[src/rtl/rtc_bus_xfer_pkg.sv]
// rtc_bus_xfer_pkg
// Shared definitions for the RTC bus-cycle engine and the control sequencer
// that feeds it.
//   - xfer_state_t : bus-cycle engine state encoding
//   - RTC_REG_*    : RTC register addresses used by the sequencer paths
//   - phase_load() : counter preload value for a phase of a given length
package rtc_bus_xfer_pkg;

    typedef enum logic [2:0] {
        IDLE = 3'd0,
        ADDR = 3'd1,
        GAP1 = 3'd2,
        DATA = 3'd3,
        GAP2 = 3'd4,
        DONE = 3'd5
    } xfer_state_t;

    // RTC register map
    localparam logic [7:0] RTC_REG_SEC   = 8'h20;
    localparam logic [7:0] RTC_REG_MIN   = 8'h21;
    localparam logic [7:0] RTC_REG_HOUR  = 8'h22;
    localparam logic [7:0] RTC_REG_WDAY  = 8'h23;
    localparam logic [7:0] RTC_REG_DATE  = 8'h24;
    localparam logic [7:0] RTC_REG_MONTH = 8'h25;
    localparam logic [7:0] RTC_REG_YEAR  = 8'h26;
    localparam logic [7:0] RTC_REG_TIMER = 8'h27;
    localparam logic [7:0] RTC_REG_CTRL  = 8'h2E;
    localparam logic [7:0] RTC_REG_INIT  = 8'h2F;

    // The phase counter counts down to zero, so a phase of len cycles
    // is preloaded with len-1.
    function automatic logic [7:0] phase_load(input int unsigned len);
        return 8'(len - 32'd1);
    endfunction

endpackage

[src/rtl/rtc_bus_xfer_if.sv]
// rtc_bus_xfer_if
// Groups the transaction handshake (sequencer side) and the multiplexed RTC
// bus pins (pad side) of the bus-cycle engine.
//   Request : start, rw, addr, wdata -> engine ; busy, done, rdata <- engine
//   RTC bus : ad_out, ad_oe, cs_n, rd_n, wr_n, a_d <- engine ; ad_in -> engine
// Modports: slave = the engine, master = sequencer plus pad.
interface rtc_bus_xfer_if;

    logic       start;
    logic       rw;
    logic [7:0] addr;
    logic [7:0] wdata;
    logic       busy;
    logic       done;
    logic [7:0] rdata;
    logic [7:0] ad_out;
    logic       ad_oe;
    logic [7:0] ad_in;
    logic       cs_n;
    logic       rd_n;
    logic       wr_n;
    logic       a_d;

    modport slave (
        input  start, rw, addr, wdata, ad_in,
        output busy, done, rdata, ad_out, ad_oe, cs_n, rd_n, wr_n, a_d
    );

    modport master (
        output start, rw, addr, wdata, ad_in,
        input  busy, done, rdata, ad_out, ad_oe, cs_n, rd_n, wr_n, a_d
    );

endinterface

[src/rtl/rtc_bus_xfer.sv]
// rtc_bus_xfer
// Bus-cycle engine for an external RTC on an Intel-style multiplexed AD bus.
// One request (read/write, 8-bit address, 8-bit write data) produces an
// address phase, a gap, a data phase and a second gap, then a one-cycle
// done pulse. Read data is captured at the end of the data phase.
// Ports:
//   clock  : system clock, rising edge
//   reset  : synchronous, active-high
//   bus    : rtc_bus_xfer_if.slave (request handshake + RTC bus pins)
// Parameters:
//   T_PULSE : cycles each strobe phase is active (1..255)
//   T_GAP   : cycles strobes stay inactive after each phase (1..255)
// All outputs are registered and updated together with the state, so each
// output reflects the state being entered on that edge.
module rtc_bus_xfer
    import rtc_bus_xfer_pkg::*;
#(
    parameter int unsigned T_PULSE = 10,
    parameter int unsigned T_GAP   = 7
) (
    input  logic           clock,
    input  logic           reset,
    rtc_bus_xfer_if.slave  bus
);

    xfer_state_t state_r;
    logic [7:0]  count_r;
    logic        rw_q;
    logic [7:0]  addr_q;
    logic [7:0]  wdata_q;

    // Transaction FSM, phase counter and all registered bus/handshake outputs
    always_ff @(posedge clock) begin
        if (reset) begin
            state_r    <= IDLE;
            count_r    <= 8'd0;
            rw_q       <= 1'b0;
            addr_q     <= 8'd0;
            wdata_q    <= 8'd0;
            bus.busy   <= 1'b0;
            bus.done   <= 1'b0;
            bus.rdata  <= 8'd0;
            bus.ad_out <= 8'd0;
            bus.ad_oe  <= 1'b0;
            bus.cs_n   <= 1'b1;
            bus.rd_n   <= 1'b1;
            bus.wr_n   <= 1'b1;
            bus.a_d    <= 1'b1;
        end else begin
            case (state_r)
                IDLE: begin
                    bus.done <= 1'b0;
                    if (bus.start) begin
                        rw_q       <= bus.rw;
                        addr_q     <= bus.addr;
                        wdata_q    <= bus.wdata;
                        count_r    <= phase_load(T_PULSE);
                        state_r    <= ADDR;
                        bus.busy   <= 1'b1;
                        // Address is latched by the RTC on the wr_n strobe
                        // with a_d low, for reads as well as writes.
                        bus.cs_n   <= 1'b0;
                        bus.a_d    <= 1'b0;
                        bus.wr_n   <= 1'b0;
                        bus.rd_n   <= 1'b1;
                        bus.ad_oe  <= 1'b1;
                        bus.ad_out <= bus.addr;
                    end
                end

                ADDR: begin
                    if (count_r != 8'd0) begin
                        count_r <= count_r - 8'd1;
                    end else begin
                        count_r  <= phase_load(T_GAP);
                        state_r  <= GAP1;
                        // ad_oe/ad_out are left alone here: the address stays
                        // driven for one cycle after the strobe rises (hold time).
                        bus.cs_n <= 1'b1;
                        bus.rd_n <= 1'b1;
                        bus.wr_n <= 1'b1;
                        bus.a_d  <= 1'b1;
                    end
                end

                GAP1: begin
                    // Ends the one-cycle address hold; overridden below when
                    // entering a write data phase.
                    bus.ad_oe <= 1'b0;
                    if (count_r != 8'd0) begin
                        count_r <= count_r - 8'd1;
                    end else begin
                        count_r  <= phase_load(T_PULSE);
                        state_r  <= DATA;
                        bus.cs_n <= 1'b0;
                        bus.a_d  <= 1'b1;
                        if (rw_q) begin
                            bus.rd_n  <= 1'b0;
                            bus.wr_n  <= 1'b1;
                            bus.ad_oe <= 1'b0;
                        end else begin
                            bus.rd_n   <= 1'b1;
                            bus.wr_n   <= 1'b0;
                            bus.ad_oe  <= 1'b1;
                            bus.ad_out <= wdata_q;
                        end
                    end
                end

                DATA: begin
                    if (count_r != 8'd0) begin
                        count_r <= count_r - 8'd1;
                    end else begin
                        count_r  <= phase_load(T_GAP);
                        state_r  <= GAP2;
                        bus.cs_n <= 1'b1;
                        bus.rd_n <= 1'b1;
                        bus.wr_n <= 1'b1;
                        // Pad data is still valid on the edge that raises rd_n.
                        if (rw_q) begin
                            bus.rdata <= bus.ad_in;
                        end
                    end
                end

                GAP2: begin
                    // Write data hold: one cycle, then release the bus.
                    bus.ad_oe <= 1'b0;
                    if (count_r != 8'd0) begin
                        count_r <= count_r - 8'd1;
                    end else begin
                        state_r  <= DONE;
                        bus.done <= 1'b1;
                        bus.busy <= 1'b0;
                    end
                end

                DONE: begin
                    // start is not looked at here; it is only honoured in IDLE.
                    bus.done <= 1'b0;
                    state_r  <= IDLE;
                end

                default: begin
                    state_r   <= IDLE;
                    count_r   <= 8'd0;
                    bus.busy  <= 1'b0;
                    bus.done  <= 1'b0;
                    bus.ad_oe <= 1'b0;
                    bus.cs_n  <= 1'b1;
                    bus.rd_n  <= 1'b1;
                    bus.wr_n  <= 1'b1;
                    bus.a_d   <= 1'b1;
                end
            endcase
        end
    end

endmodule

[src/flat_wrapper.sv]
// flat-port wrapper written by rule: the top's interface ports become plain ports
module rtc_bus_xfer_flat import rtc_bus_xfer_pkg::*;
#(
    parameter int unsigned T_PULSE = 10,
    parameter int unsigned T_GAP   = 7
)
  (clock, reset, bus_start, bus_rw, bus_addr, bus_wdata, bus_ad_in, bus_busy, bus_done, bus_rdata, bus_ad_out, bus_ad_oe, bus_cs_n, bus_rd_n, bus_wr_n, bus_a_d);
  rtc_bus_xfer_if bus_i ();
  input  logic clock;
  input  logic reset;
  input wire logic [$bits(bus_i.start)-1:0] bus_start;
  input wire logic [$bits(bus_i.rw)-1:0] bus_rw;
  input wire logic [$bits(bus_i.addr)-1:0] bus_addr;
  input wire logic [$bits(bus_i.wdata)-1:0] bus_wdata;
  input wire logic [$bits(bus_i.ad_in)-1:0] bus_ad_in;
  output wire logic [$bits(bus_i.busy)-1:0] bus_busy;
  output wire logic [$bits(bus_i.done)-1:0] bus_done;
  output wire logic [$bits(bus_i.rdata)-1:0] bus_rdata;
  output wire logic [$bits(bus_i.ad_out)-1:0] bus_ad_out;
  output wire logic [$bits(bus_i.ad_oe)-1:0] bus_ad_oe;
  output wire logic [$bits(bus_i.cs_n)-1:0] bus_cs_n;
  output wire logic [$bits(bus_i.rd_n)-1:0] bus_rd_n;
  output wire logic [$bits(bus_i.wr_n)-1:0] bus_wr_n;
  output wire logic [$bits(bus_i.a_d)-1:0] bus_a_d;
  assign bus_i.start = bus_start;
  assign bus_i.rw = bus_rw;
  assign bus_i.addr = bus_addr;
  assign bus_i.wdata = bus_wdata;
  assign bus_i.ad_in = bus_ad_in;
  assign bus_busy = bus_i.busy;
  assign bus_done = bus_i.done;
  assign bus_rdata = bus_i.rdata;
  assign bus_ad_out = bus_i.ad_out;
  assign bus_ad_oe = bus_i.ad_oe;
  assign bus_cs_n = bus_i.cs_n;
  assign bus_rd_n = bus_i.rd_n;
  assign bus_wr_n = bus_i.wr_n;
  assign bus_a_d = bus_i.a_d;
  rtc_bus_xfer #(.T_PULSE(T_PULSE), .T_GAP(T_GAP)) u_core (.clock(clock), .reset(reset), .bus(bus_i));
endmodule
[config.mk]
export PLATFORM = sky130hd
export DESIGN_NAME = rtc_bus_xfer_flat
export DESIGN_NICKNAME = d
export VERILOG_FILES = /design/src/rtl/rtc_bus_xfer_pkg.sv /design/src/rtl/rtc_bus_xfer_if.sv /design/src/rtl/rtc_bus_xfer.sv /design/src/flat_wrapper.sv
export SDC_FILE = /design/constraint.sdc
export NUM_CORES = 1
export LEC_CHECK = 0
export ABC_CLOCK_PERIOD_IN_PS = 1800
export BUFFER_PORTS_ARGS = -buffer_cell sky130_fd_sc_hd__buf_4
export CAP_MARGIN = 10
export CORE_MARGIN = 8
export CORE_UTILIZATION = 48
export DETAILED_ROUTE_END_ITERATION = 10
export PLACE_DENSITY = 0.76
export SLEW_MARGIN = 5
export SYNTH_ARGS = -nofsm -noshare
export SYNTH_HDL_FRONTEND = slang
export SYNTH_SLANG_ARGS = --single-unit
export TNS_END_PERCENT = 5
[constraint.sdc]
create_clock -name clock -period 1.8 [get_ports clock]
set_input_delay 0.36 -clock clock [delete_from_list [all_inputs] [get_ports clock]]
set_output_delay 0.36 -clock clock [all_outputs]
set_load 0.1 [all_outputs]
Word-level counts from Yosys, hierarchy flattened

Index checks and enable logic that the tools add are counted.

Add/subtract/negate cells: 1
Equality and inequality tests: 14
Multiplexer cells: 31
Bitwise gates (word level): 7
Reduce and logical (&&, ||, !) cells: 20

Operators by type and width:

| operator            | number |
|---|---|
| $mux 8              | 7 |
| $pmux 8 s5          | 1 |
| $ne 2x2->1 const B  | 8 |
| $pmux 8 s2          | 1 |
| $mux 3              | 5 |
| $pmux 3 s5          | 1 |
| $pmux 1 s4          | 3 |
| $reduce_and 3->1    | 4 |
| $mux 1              | 9 |
| $pmux 1 s3          | 3 |
| $reduce_or 3->1     | 3 |
| $reduce_and 4->1    | 2 |
| $reduce_bool 8->1   | 1 |
| $sub 8x1->8 const B | 1 |
| $not 1->1           | 7 |
| $eq 3x2->1 const B  | 2 |
| $eq 3x3->1 const B  | 2 |
| $reduce_and 2->1    | 3 |
| $reduce_or 2->1     | 3 |
| $reduce_and 5->1    | 1 |
| $reduce_or 4->1     | 1 |
| $eq 3x1->1 const B  | 1 |
| $logic_not 3->1     | 1 |
| $ne 2x1->1 const B  | 1 |
| 2 further kinds     | 2 |

Bits in registers: 43
Bits of input ports: 28

Depth between registers and ports, before layout

Gate-level depths: netlist (run 1).

Depth after elaboration: 4
Depth in mapped cells: 7
Gate-level depth less buffers: 6

Worst setup path after synthesis (run 1)

OpenSTA, ideal clock, no wires.

Path type: register to register
From: reg u_core.count_r[0]
To: reg u_core.count_r[4]
Setup time: 0.070 ns
Arrival time: 1.868 ns
Path slack: -0.138 ns
Cell stages (with the launch flop): 7
Period minus slack after synthesis: 1.938 ns
Cells stage by stage: dfxtp_1 > inv_1 > ha_1 > or3b_4 > buf_2 > or4_2 > a21oi_1

Cells in the longest elaborated chain, start to end: 3
Elaborated cells between the ends (all ways): 8

RTL lines:

| item                                             | RTL line            | source |
|---|---|---|
| start, declared                                  | rtc_bus_xfer.sv:27  | `logic [7:0] count_r;` |
| start signal, assigned                           | rtc_bus_xfer.sv:57  | `count_r <= phase_load(T_PULSE);` |
| start signal, assigned                           | rtc_bus_xfer.sv:73  | `count_r <= count_r - 8'd1;` |
| start signal, assigned                           | rtc_bus_xfer.sv:75  | `count_r <= phase_load(T_GAP);` |
| $sub 8x1->8 or $reduce_bool 8->1 (tied branches) | -                   |  |
| $mux 8 (tied with other cells)                   | rtc_bus_xfer.sv:129 | `if (count_r != 8'd0) begin` |
| $pmux 8 s5 or $reduce_and 3->1 (tied branches)   | -                   |  |

Several ways; a longest one is shown, not always the timed one. The select of a mux whose other input is x is not followed.
A chain may end at the register's enable or synchronous reset.

Worst setup path in the final report (run 1)

From: reg u_core.count_r[1]
To: reg u_core.count_r[6]

Same word-level chain as after synthesis.

==> results of run 1 <==
==> Yosys cell counts (5+ instances only) <==
cell and instances:
a21oi_1 27, a221oi_2 9, clkbuf_1 13, dfxtp_1 43
inv_1 11, mux2i_1 8, nand2_1 24, nand3_1 5
nor2_1 24, nor3_1 5, o21ai_0 12, or4_1 5
==> cell usage in the layout, fill, tap and decap left out, types with 5 or more instances in the layout <==
| cell type | n |
|---|---|
| mux2i_1 | 8 |
| a21oi_1 | 26 |
| inv_1 | 9 |
| buf_4 | 79 |
| dfxtp_1 | 41 |
| nand2_1 | 23 |
| nor2_1 | 23 |
| a221oi_2 | 9 |
| o21ai_0 | 12 |
| clkbuf_8 | 5 |
| nand3_1 | 5 |
==> final timing paths <==
path                                   from                                to  slack, ns  depth (start not counted)
max          u_core.count_r[1]$_SDFFE_PP0P_    u_core.count_r[6]$_SDFFE_PP0P_      -0.08                          6
min                            bus_ad_in[2]  u_core.bus.rdata[2]$_SDFFE_PP0P_       0.28                          3
max reg2reg  u_core.count_r[1]$_SDFFE_PP0P_    u_core.count_r[6]$_SDFFE_PP0P_      -0.08                          6
min reg2reg  u_core.wdata_q[4]$_SDFFE_PP0P_    u_core.wdata_q[4]$_SDFFE_PP0P_       0.46                          2
==> where the power goes <==
| group | total (µW) | switching [µW] | internal (µW) |
|---|---|---|---|
| registers | 1350 | 165 | 1190 |
| logic | 3430 | 2120 | 1310 |
| clock network | 761 | 348 | 413 |
==> registers in the layout, indices dropped and copies added (netlist names) <==
name and flops:
u_core.bus.a_d 1, u_core.bus.ad_oe 1, u_core.bus.ad_out 8, u_core.bus.busy 1, u_core.bus.cs_n 1, u_core.bus.done 1, u_core.bus.rd_n 1, u_core.bus.rdata 8
u_core.bus.wr_n 1, u_core.count_r 8, u_core.rw_q 1, u_core.state_r 3, u_core.wdata_q 8
==> metal layers <==
| metal | vias up | wire, µm |
|---|---|---|
| met5 | - | 0 |
| met4 | 0 | 70 |
| met3 | 7 | 547 |
| met2 | 84 | 2780 |
| met1 | 1038 | 2660 |
| li1 | 1076 | - |
==> cells by family (layout without fill, tap and decap cells) <==
| group | Yosys count | count (layout) |
|---|---|---|
| adders and majority gates | 1 | 1 |
| DFF | 43 | 43 |
| muxes | 8 | 8 |
| buffers and inverters | 32 | 102 |
| AOI/OAI and AO/OA | 81 | 81 |
| xor gates and xnor gates | 2 | 2 |
| and+or+nand+nor | 90 | 90 |
==> worst max-delay path, cell delays in order, from the launching register on <==
cell and delay [ns]:
dfxtp_2 0.34, inv_2 0.07, ha_4 0.13, or3b_4 0.39, or3_4 0.34, or4_4 0.42, a21oi_2 0.12
==> metrics by stage <==
stage,util [%],cells
2_1_floorplan,-,257
3_3_place_gp,64.8,371
3_5_place_dp,64.8,371
4_1_cts,67.6,379
5_1_grt,68.2,379
6_report,68.2,379
==> final cells by class <==
| class | instances | area share (%) |
|---|---|---|
| clock buffer | 5 | 2.30 |
| clock inverter | 3 | 1.46 |
| inverter | 12 | 1.51 |
| multi-input combinational | 182 | 42.2 |
| sequential | 43 | 28.9 |
| tap | 52 | 2.17 |
| timing repair buffer | 82 | 21.5 |
==> timing repair <==
action,4_1_cts,5_1_grt
resized for setup,2,8
endpoints found under the setup margin,6,22
pin swaps,2,3
==> impl_results.md, run 1 <==
- Status: finished, violations left
- Failing checks: negative setup slack
- Xor/xnor share of the synthesized area: less than 1%
- Largest net degree at the start of global routing: 44
- Final-report setup violation count: 3
- Pre-CTS WS: -0.0395 ns
- Mapped Cells: 257
- Die Area: 7020 µm²
- Synth Area in Compound Gates: a little over a quarter
- Worst skew pair latency: ~0.3 ns
- Max-slew violations: 0
- Proportion of layout cells with a drive suffix above 1: a little under two fifths
- Die Wd: ~84 µm
- Setup WS post-layout: -0.0753 ns
- Clock period minus worst slack: roughly 1.9 ns
- Post-route cell area: about 3000 µm²
- Fillers: 343
- Worst-case vdd ir drop: between 0.8 and 0.9 mV
- CP Capture Type: register
- Die height: 83.8 µm
- Crit path required time: ~2 ns
- CTS tree: done
- Total power: between 5000 and 6000 µW
- Largest family of logic cells by synthesized area: compound AO/OA/AOI/OAI gates
- Clock tree buffer depth: 2
- CP max FO: 3
- Max_cap viols: 0
- Post-Synth Simple-Gate Area: a little under a quarter
- Crit share post-route: 104%
- Clock Skew: approximately 0.014 ns
- Most Crowded Layer GR: met2
- Antenna cell count: 0
- IO Count: roughly 50
- Cts bufs inserted: 5
- Clk pin slew, worst setup/hold paths: about 0.090 ns
- DRT Wirelength: between 6 and 7 mm
- Core Box Area: approximately 4400 µm²
- Synth Register Bits: between 40 and 50
- Detailed-route via count: ~2200
- Post-synth EDFFs: 0
- Leak: ~0.0013 µW
- Grt total ovfl: 0
- Hold Fails Final Rpt: 0
- Synthesized area per cell: around 8.6 µm²
- Clk sinks: 43
- Reg area: between 800 and 900 µm²
- NumNets Final: roughly 360
- Vias in the first global route: about 2100
- Kind of start point of the critical path: register
- Global-route wire length before repair: ~9.9 mm
- Ys async rst share: 0%
- Detail Route Antenna Nets: 0
- Cell Area, Synth: 2200 µm²
- Post-Syn Nets: ~290
- Area after DPL: 2840 µm²
- Top post-synthesis cells by area: dfxtp_1, a21oi_1, a221oi_2
- Met3 global-route usage: ~6.6%
- Worst slew margin: 68.5%
- Port buffer count: 50
- Fraction of the mapped netlist area in adder cells: less than 1%
- Drt wl/cell: ~16 µm
- YS warnings: 0
- Setup TNS: -0.0879 ns
- Met2 usage: between 20% and 30%
- Hold Path Class: in -> reg
- Initial antenna violation count: 0
- Top-area cell type share of the netlist area: approximately two fifths
- First-pass DRT Iterations: 4
- Synth area leader: dfxtp_1
- Multi-input combinational cell area: 1260 µm²
- Unrepaired setup endpoints after global routing: yes
- Vias/cell: between 5 and 6
- Dominant synthesized flop cell: dfxtp_1
- Initial Util: between 50 and 60%
- GRT Util Overall: 16.6%
- Root buffer cell: clkbuf_8
- Hold Slack: ~0.28 ns
- Synth unique cells: 55
- Area growth syn-to-layout: 35.7%
- Critical Setup Path Class: reg -> reg
- Cell Pwr Density: 1850 nW/µm²
- Met1 layer usage reported by global route: 20.3%
- H-tree depth: 2
- DR iter-0 viols: around 150
- Worst EP arrival: roughly 2.1 ns
- GP Congestion: 0.891
- Slew of the pin with the lowest slew margin: 0.473 ns
- Site row count: 24
- Post-DP HPWL: 4.31 mm
- Fmax: 533 MHz
- Multiplexer share of the synthesized area: 3.63%
- CTS Hold Bufs: 0
- DRC viols: 0
- Share of the yosys chip area belonging to registers: 39.0%
- Post CTS Setup Buffer Count: 0
(Power assumes the default switching activity.)
==> run 2, diff against run 1 <==
CAP_MARGIN = unset   (was 10)
PLACE_DENSITY = 0.78   (was 0.76)
==> run 2 against run 1 <==
The run still ends with negative setup slack left; register-to-register slack got worse by 0.02 ns; core utilization rose by 0.51 points; combinational power barely moved; die area did not move; fmax fell by 0.95%; clock power rose by 17%; critical endpoint unchanged; clock skew fell by 0.0075 ns; wire length rose by 2.6%; non-clock buffer count rose by 2; global-route usage rose by 0.66 points; highest routed layer unchanged; critical path type unchanged; flip-flop and latch count did not move.
==> impl_results.md, run 2 (synthesis results as in run 1) <==
- DP Cell Count: 372 (+0.27%)
- Area after DPL: 2840 µm² (-0.18%)
- Critical Path Max Stage Delay: 0.41 ns (about the same)
- GRT Util Overall: 17.3% (+0.66 points)
- First-pass DRT Iterations: 4 (unchanged)
- CP max FO: 3 (unchanged)
- Detailed-route via count: 2236 (+1.4%)
- Max-slew violations: 0 (unchanged)
- Port buffer count: 50 (unchanged)
- Die height: 83.8 µm (unchanged)
- Core Box Area: 4380 µm² (unchanged)
- Worst skew pair latency: 0.30 ns (about the same)
- Die Area: 7020 µm² (unchanged)
- Detail Route Antenna Nets: 0 (unchanged)
- NumNets Final: 357 (+0.56%)
- Pre-CTS WS: -0.0811 ns (-0.0416 ns)
- Leak: 0.00134 µW (+1.1%)
- Min-Delay Path Depth: 3 (unchanged)
- Clock Skew: 0.00632 ns (-0.00748 ns)
- Most common cell after layout, fill and taps aside: buf_4
- Hold Path Class: in -> reg
- Post-route cell area: 3010 µm² (+0.75%)
- Vias in the first global route: 2167 (+3.5%)
- Initial Util: 50.3% (unchanged)
- Area growth syn-to-layout: 36.7%
- Critical path's top delay family: simple AND/OR/NAND/NOR gates
- Fmax: 528 MHz (-0.95%)
- Clock tree buffer depth: 2 (unchanged)
- Antenna cell count: 0 (unchanged)
- Max_cap viols: 0 (unchanged)
- Unrepaired setup endpoints after global routing: yes
- Worst-case vdd ir drop: 0.881 mV (+6.5%)
- Max Used Layer: met4
- CP Capture Type: register
- Vias/cell: 5.87 (+0.87%)
- CTS tree: done
- Status: finished, violations left
- CTS Hold Bufs: 0 (unchanged)
- Cell count along the critical path: 6 (unchanged)
- GP Congestion: 0.898 (+0.86%)
- IO Count: 51 (unchanged)
- Final Util: 68.8% (+0.51 points)
- CP Cell Sequence: inv_2 -> ha_4 -> or3b_4 -> or3_4 -> or4_1 -> a21oi_1
- Post-DP HPWL: 4.44 mm (+3.2%)
- Met2 wire len: 2.86 mm (+2.9%)
- CP max stage cell: or4_1
- Worst EP arrival: 2.13 ns (+0.02 ns)
- Site row count: 24 (unchanged)
- Root buffer cell: clkbuf_8
- DR iter-0 viols: 255 (+73%)
- Drt wl/cell: 16.3 µm (+2.1%)
- Initial antenna violation count: 0 (unchanged)
- Failing checks: negative setup slack
- Clk sinks: 43 (unchanged)
- Critical Setup Path Class: reg -> reg
- DRC viols: 0 (unchanged)
- Setup WS post-layout: -0.0934 ns (-0.0181 ns)
- Die Wd: 83.8 µm (unchanged)
- Grt total ovfl: 0 (unchanged)
- Final Instance Count excl. Fillers: 381 (+0.53%)
- Clk pin slew, worst setup/hold paths: 0.08 ns (about the same)
- Kind of start point of the critical path: register
- Met3 WL post-DR: 610 µm (+12%)
- DRT Wirelength: 6.22 mm (+2.6%)
- Buffers & Inverters on Critical Path: 1 (unchanged)
- Metal1 wirelength: 2.66 mm (about the same)
- Final-report setup violation count: 11 (+8)
- Global-route wire length before repair: 10.3 mm (+4.0%)
- H-tree depth: 2 (unchanged)
- Hold Fails Final Rpt: 0 (unchanged)
- Reg2reg path depth: 6 (unchanged)
- Crit path required time: 2.03 ns (about the same)
- Commonest cells after routing, fill and taps aside: buf_4, dfxtp_1, a21oi_1
- Cell Pwr Density: 1890 nW/µm² (+2.0%)
- Proportion of layout cells with a drive suffix above 1: 38.0% (-0.23 points)
- Worst slew margin: 68.7% (+0.21 points)
- Clock period minus worst slack: 1.89 ns (+0.0181 ns)
- Largest net degree at the start of global routing: 44 (unchanged)
- Fillers: 338 (-1.5%)
- Crit share post-route: 105% (+1.0 points)
- Slew of the pin with the lowest slew margin: 0.470 ns (-0.00321 ns)
- Cts bufs inserted: 5 (unchanged)
[run 2: final timing paths]
| path | startpoint | slack [ns] | to |
|---|---|---|---|
| worst max-delay path | u_core.count_r[1]$_SDFFE_PP0P_ | -0.09 | u_core.count_r[6]$_SDFFE_PP0P_ |
| worst min-delay path | bus_ad_in[1] | 0.28 | u_core.bus.rdata[1]$_SDFFE_PP0P_ |
| worst max register to register | u_core.count_r[1]$_SDFFE_PP0P_ | -0.09 | u_core.count_r[6]$_SDFFE_PP0P_ |
| worst min register to register | u_core.bus.ad_out[3]$_SDFFE_PP0P_ | 0.46 | u_core.bus.ad_out[3]$_SDFFE_PP0P_ |
[run 2: where the power goes]
group / switching [µW] / internal, µW
Clock: 337 / 555
Combinational: 2110 / 1320
Sequential: 192 / 1190
Total: 2630 / 3060
[run 2: area by class of cell]
type	count	area [µm²]	area share, %
multi-input cells	182	1250	41.6
clock buffers	6	72.6	2.41
clock inverters	2	60.1	1.99
well taps	52	65.1	2.16
repair buffers	84	654	21.7
inverters	12	45.0	1.49
flip-flops and latches	43	863	28.6
[run 2: layer usage]
layer,vias up,global-route usage [%]
li1,1079,-
met1,1060,21.8
met2,89,26.1
met3,8,7.13
met4,0,5.18
met5,-,0
[run 2: worst register-to-register path: cells and delay by family, from the launching register on]
family,cells,cell delay [ns]
AND/OR/NAND/NOR,3,1.15
buffers and inverters,1,0.07
AO/OA/AOI/OAI,1,0.13
flip-flops,1,0.33
adder cells (fa/ha/maj),1,0.13
[run 2: timing repair]
action | CTS | global route
buffers inserted | 0 | 1
endpoints found under the setup margin | 16 | 25
pin swaps | 3 | 5
gates resized for setup | 2 | 9
endpoints found under the hold margin | 0 | 0
[run 2: through the flow]
stage	hold slack [ns]	TNS [ns]	total power, µW
2_1_floorplan	0.436	-0.0241	3710
3_3_place_gp	0.444	-0.0151	4590
3_5_place_dp	0.451	-0.166	4650
4_1_cts	0.286	-0.438	5570
5_1_grt	0.281	-1.40	6010
6_report	0.284	-0.230	5700
